`src/rtl/i2c_tx_fifo.sv`:
```
// i2c_tx_fifo: single-clock word FIFO with fill status and sticky overflow/underflow flags.
// Optional macro FIFO_FWFT_EN selects first-word-fall-through reads; default is registered read.
module i2c_tx_fifo #(
    parameter int unsigned DATAWIDTH  = 12,
    parameter int unsigned DEPTH_LOG2 = 3,
    parameter int unsigned AF_LEVEL   = 6
) (
    input  logic                  PCLK,
    input  logic                  PRESETn,
    input  logic                  write_reset_n,
    input  logic                  read_reset_n,
    input  logic                  write_enable,
    input  logic [DATAWIDTH-1:0]  data_in,
    input  logic                  read_enable,
    output logic [DATAWIDTH-1:0]  data_out,
    output logic                  full,
    output logic                  empty,
    output logic                  almost_full,
    output logic [DEPTH_LOG2:0]   count,
    output logic                  overflow,
    output logic                  underflow
);

    localparam int unsigned PTR_W = DEPTH_LOG2 + 1;
    localparam int unsigned DEPTH = 1 << DEPTH_LOG2;
    localparam logic [PTR_W-1:0] AF_THRESH = PTR_W'(AF_LEVEL);
    localparam logic [PTR_W-1:0] PTR_ONE   = PTR_W'(1);

    logic [DATAWIDTH-1:0]  mem [DEPTH];
    logic [PTR_W-1:0]      wptr;
    logic [PTR_W-1:0]      rptr;
    logic [DEPTH_LOG2-1:0] widx;
    logic [DEPTH_LOG2-1:0] ridx;
    logic                  pop_ok;
    logic                  push_ok;

    assign widx = wptr[DEPTH_LOG2-1:0];
    assign ridx = rptr[DEPTH_LOG2-1:0];

    // Status is derived from the registered pointers; MSB of each pointer is the wrap bit.
    assign count       = wptr - rptr;
    assign empty       = (wptr == rptr);
    assign full        = (wptr[DEPTH_LOG2] != rptr[DEPTH_LOG2]) && (widx == ridx);
    assign almost_full = (count >= AF_THRESH);

    // A pop frees a slot, so a push into a full FIFO is accepted alongside a pop.
    assign pop_ok  = read_enable & ~empty;
    assign push_ok = write_enable & (~full | pop_ok);

    always_ff @(posedge PCLK or negedge PRESETn) begin
        if (!PRESETn) begin
            wptr     <= '0;
            overflow <= 1'b0;
        end else if (!write_reset_n) begin
            wptr     <= '0;
            overflow <= 1'b0;
        end else begin
            if (push_ok) begin
                wptr <= wptr + PTR_ONE;
            end
            if (write_enable && !push_ok) begin
                overflow <= 1'b1;
            end
        end
    end

    always_ff @(posedge PCLK or negedge PRESETn) begin
        if (!PRESETn) begin
            rptr      <= '0;
            underflow <= 1'b0;
        end else if (!read_reset_n) begin
            rptr      <= '0;
            underflow <= 1'b0;
        end else begin
            if (pop_ok) begin
                rptr <= rptr + PTR_ONE;
            end
            if (read_enable && !pop_ok) begin
                underflow <= 1'b1;
            end
        end
    end

    always_ff @(posedge PCLK or negedge PRESETn) begin
        if (!PRESETn) begin
            mem <= '{default: '0};
        end else if (push_ok && write_reset_n) begin
            mem[widx] <= data_in;
        end
    end

`ifdef FIFO_FWFT_EN
    // Head word is always presented; stale and don't-care while empty.
    assign data_out = mem[ridx];
`else
    always_ff @(posedge PCLK or negedge PRESETn) begin
        if (!PRESETn) begin
            data_out <= '0;
        end else if (!read_reset_n) begin
            data_out <= '0;
        end else if (pop_ok) begin
            data_out <= mem[ridx];
        end
    end
`endif

endmodule

```
`config.mk`:
```
export PLATFORM = sky130hd
export DESIGN_NAME = i2c_tx_fifo
export DESIGN_NICKNAME = d
export VERILOG_FILES = /design/src/rtl/i2c_tx_fifo.sv
export SDC_FILE = /design/constraint.sdc
export NUM_CORES = 1
export LEC_CHECK = 0
export BUFFER_PORTS_ARGS = -buffer_cell sky130_fd_sc_hd__buf_2
export CAP_MARGIN = 20
export CORE_MARGIN = 1
export CORE_UTILIZATION = 43
export CTS_BUF_LIST = sky130_fd_sc_hd__clkbuf_4
export DETAILED_ROUTE_END_ITERATION = 8
export GPL_TIMING_DRIVEN = 0
export PLACE_DENSITY = 0.59
export RECOVER_POWER = 25
export SYNTH_ARGS = -nofsm -noshare
export SYNTH_HDL_FRONTEND = slang
export SYNTH_SLANG_ARGS = --single-unit
```
`constraint.sdc`:
```
create_clock -name PCLK -period 2.99 [get_ports PCLK]
set_input_delay 0.4485 -clock PCLK [delete_from_list [all_inputs] [get_ports PCLK]]
set_output_delay 0.4485 -clock PCLK [all_outputs]
set_load 0.02 [all_outputs]
```
# After elaboration in Yosys (flattened, before gate mapping)
# Cells that the tools add are included.
[word_totals]
regBits = 118
in_bits = 18
out_inout_bits = 21
[classes]
addsub = 3
order_cmp = 4
eq_ne = 7
n_mux = 16
bitwise_logic = 7
reduce_logical = 7
[ops]
columns = ["op", "n"]
rows = [
  ["$bwmux W96", 1],
  ["$mux W12", 5],
  ["$bmux W12 S3", 1],
  ["$demux W12 S3", 1],
  ["$mux W4", 4],
  ["$add A4 B1 Y4 const B", 2],
  ["$ge A4 B4 Y1 const B", 2],
  ["$ne A2 B1 Y1 const B", 4],
  ["$not A3 Y4", 2],
  ["$logic_and A1 B1 Y1", 5],
  ["$eq A4 B4 Y1", 1],
  ["$ge A4 B3 Y1 const B", 1],
  ["$lt A4 B1 Y1 const B", 1],
  ["$mux W1", 4],
  ["$sub A4 B4 Y4", 1],
  ["$eq A3 B3 Y1", 1],
  ["$and A1 B1 Y1", 2],
  ["$logic_not A1 Y1", 2],
  ["$not A1 Y1", 2],
  ["$ne A1 B1 Y1", 1],
  ["$or A1 B1 Y1", 1],
]

# Logic depth before layout (Yosys ltp)
[depth]
word_depth = 9
ltp_mapped = 10

# Worst setup path after synthesis
# Ideal clock, no wire load.
[synth_timing]
path_kind = "register to register"
from = "reg rptr[2]"
to = "reg mem[13] (netlist bit)"
arrival_time_ps = 2587
required_ps = 2863
path_slack_ps = 276
path_stages_with_launch = 11
path_buffers = 4
synth_period_minus_slack_ps = 2714
path_cell_list = "dfrtp_1 > buf_2 > buf_1 > inv_1 > ha_1 > nand3_1 > or3_1 > buf_4 > nand4_4 > buf_8 > mux2_1"
[synth_via]
elab_chain_len = 6
[synth_lines]
columns = ["element", "line_no", "rtl"]
rows = [
  ["start, declared", "31", "logic [PTR_W-1:0] rptr;"],
  ["start signal, assigned", "76", "rptr <= rptr + PTR_ONE;"],
  ["$eq A4 B4 Y1 or $eq A3 B3 Y1 (tied branches)", "42, 43", ""],
  ["$not A1 Y1 or $logic_and A1 B1 Y1 (tied branches)", "47, 43", ""],
  ["$and A1 B1 Y1 or $not A1 Y1 (tied branches)", "47, 48", ""],
  ["$or A1 B1 Y1 *", "48", "assign push_ok = write_enable & (~full | pop_ok);"],
  ["$and A1 B1 Y1 *", "48", ""],
  ["$logic_and A1 B1 Y1 *", "87", "end else if (push_ok && write_reset_n) begin"],
  ["end signal, assigned by index", "88", "mem[widx] <= data_in;"],
  ["end, declared", "29", "logic [DATAWIDTH-1:0] mem [DEPTH];"],
]
# Every way passes the cells marked *; elsewhere a longest branch is shown, timed or not.
# A chain may end at the register's enable or synchronous reset.

# Worst setup path after layout
[layout_timing]
from = "reg rptr[2]"
to = "reg mem[47] (netlist bit)"
# The elaborated chain is that of the path after synthesis.

==> impl_metrics.toml <==
[min_path]
hold_end = "mem[32]"
min_from = "data_in[8]"
hold_path_depth = 2
holdCritPathClass = "input port to register"

[global_routing]
grt_max_degree = 70
antenna_found_initial = 1
grtUsageTotal_pct = 21.3
gr-total-overflow = 0
grt_pass1_wl_um = 20100
grt_pass1_vias = 3650

[route]
drc = 0
vias = 3412
wl_um = 12200
dr.pass1.iters = 4
vias_per_cell = 5.37
wl_per_cell_um = 19.2
drtAntennaViolNets = 0
drtIter0Drc = 198

[worst_setup_path]
r2r-start = "rptr[2]"
crit_fanout = 19
cp-start-kind = "register"
reg2reg_to = "mem[47]"
reg2reg_slack_ps = 270
crit_path_end_kind = "register"
crit_required_ps = 3400
r2r.worst_path.cells = 9
critical_path_class = "register to register"
crit_arrival_ps = 3130

[logic_synthesis]
async_flop_share_pct = 100
synth_ff_type = "dfrtp_1"
synthTopCellsByArea = "dfrtp_1 (54%), mux2_1 (17%), mux4_2 (5.3%)"
netlist-cell-type-count = 38
yosys.area.top_type_share_pct = 53.7
yosysTopAreaCell = "dfrtp_1"
synthCells = 395
syn_avg_cell_area_um2 = 13.9
synth_warnings = 0
yosysSeqAreaShare_pct = 53.7
synth_edf_count = 0
synth_nets = 419
synth_seq_cells = 118
syn_area_mm2 = 0.00550

[timing]
setup_viol = 0
drv_slew = 0
clock_skew_ps = 14.3
rsz0062_at_grt = "no"
maxSlewHeadroom_pct = 15.3
worst_pin_slew_ps = 1270
hold_viol = 0
max_freq_ghz = 0.367
period_share_pct = 91.1
period_minus_slack_ps = 2720

[pwr]
vdd_drop_max_v = 0.000360
power.total_mw = 3.96
power.density_mw_per_mm2 = 643
cellLeakagePower_nw = 2.90

[finish]
drive_above_1_share_pct = 24.7
fin_nets = 477
nFillCells = 1122
area_growth_pct = 11.9
final_area_mm2 = 0.00615

[floorplanning]
die_h_um = 115
die_x_um = 115
row_count = 40
dieArea_mm2 = 0.0132
io_pins = 39
start_util_pct = 45.0
core_area_mm2 = 0.0122

[clocking]
h-tree-depth = 4
root_buffer = "clkbuf_4"
cts_buffers = 17
cts_tree = "done"
clockBufferDepth = 2
path_clk_slew_ps = 100
postCtsSetupBuffers = 0
cts.sinks = 118
insertion_delay_ps = 540

[outcome]
status = "complete, no violations"

[run]
drv_cap = 0

[placement]
io_buffers = 38
place_hpwl_um = 8000
place_area_mm2 = 0.00593
place_congestion = 0.766
## worst max-delay path by stage
stage / startpoint / endpoint / slack [ps] / cells past startpoint
6_report: rptr[2] / mem[47] / 270 / 9
5_1_grt: rptr[1] / almost_full / 50 / 8
4_1_cts: rptr[2] / mem[47] / 2 / 9
3_5_place_dp: rptr[2] / mem[55] / -460 / 10
3_3_place_gp: rptr[2] / mem[50] / -400 / 10
2_1_floorplan: rptr[2] / mem[13] / 280 / 10
## sequential cells by signal (all words and copies together), names as in the netlist
register	count
overflow	1
data_out	12
wptr	4
underflow	1
rptr	4
mem	96
## power by group
group	leakage [nW]	internal [mW]	switching, mW
Clock	0.133	0.409	0.578
Sequential	1.56	1.85	0.135
Combinational	1.20	0.440	0.547
Total	2.90	2.70	1.26
## cell type report
class / count / area (um2) / share of cell area (%)
inverter: 7 / 26.3 / 0.427
antenna: 1 / 2.50 / 0.0407
clock inverter: 13 / 90.1 / 1.46
buffer: 22 / 168 / 2.72
timing repair buffer: 40 / 208 / 3.37
sequential: 118 / 2950 / 48.0
clock buffer: 19 / 143 / 2.32
multi-input combinational: 247 / 2350 / 38.3
tap: 168 / 210 / 3.42
## Yosys cell counts, types with 2 or more instances
cell type and number:
mux2_1 84, o21ai_0 16, buf_6 6, nor2b_1 4, inv_1 7, nor2_1 7, and2_1 4, o211ai_1 2
o31ai_1 2, o22ai_1 11, dfrtp_1 118, nand2b_1 2, nor3_1 2, nand2_1 7, nand3_2 6, mux2_2 12
buf_8 2, buf_2 5, o21a_1 3, clkbuf_1 8, mux4_2 13, ha_1 5, mux2i_1 22, xnor2_1 6
nand3_1 3, nand4_4 2, a21oi_1 25
## metal layers
metal  GRT usage, %  up-vias  routed length [um]
li1               -     1574                   -
met5              0        -                   0
met4           8.66        0                 214
met2           32.7       61                5660
met1           28.9     1759                5880
met3           5.32       18                 413
## cell families (layout without fill, tap and decap cells)
group	Yosys count	count (layout)	share of synthesized area, %
other	0	1	0
AO/OA/AOI/OAI	62	62	6.35
adder cells (fa/ha/maj)	6	6	1.50
XOR/XNOR	7	7	1.12
buffers and inverters	30	101	3.46
multiplexers	131	131	29.0
flip-flops	118	118	53.7
AND/OR/NAND/NOR	41	41	4.87
## critical path: stages (launching register included)
cell	delay, ps
dfrtp_1	370
buf_6	260
inv_1	90
ha_1	330
nand3_1	260
or3_1	400
buf_4	200
nand3_2	140
buf_6	190
mux2_1	340
## layout by cell type, fill, tap and decap left out, types with 2 or more instances in the layout
cell	n
nand2b_1	2
o21a_1	3
mux2_2	12
o21ai_0	15
mux2_1	84
nand3_2	6
mux2i_1	22
clkinv_2	5
clkinv_1	5
buf_6	7
nor3_1	2
buf_2	42
inv_1	7
o31ai_1	2
nand4_4	2
clkbuf_4	20
buf_8	2
and2_1	4
nand2_1	7
xnor2_1	6
ha_1	5
clkbuf_1	7
a21oi_1	25
nand3_1	3
o211ai_1	2
mux4_2	13
o22ai_1	11
nor2_1	7
nor2b_1	4
dfrtp_1	118
## through the flow
step | util, % | cells | hold WS (ps) | TNS [ps] | setup WS [ps]
2_1_floorplan | - | 395 | 153 | 0 | 276
3_3_place_gp | 48.3 | 601 | 469 | -34170 | -397
3_5_place_dp | 48.6 | 602 | 435 | -39740 | -457
4_1_cts | 50.5 | 634 | 177 | 0 | 2.13
5_1_grt | 50.4 | 635 | 176 | 0 | 48.4
6_report | 50.4 | 635 | 211 | 0 | 266
## repair_timing
| action | CTS | global route |
|---|---|---|
| cloned | 0 | 0 |
| gates resized for setup | 0 | 7 |
| endpoints found under the hold margin | 49 | 0 |
| endpoints found under the setup margin | 114 | 91 |
| hold buffers | 1 | 0 |
(Power assumes the default switching activity.)
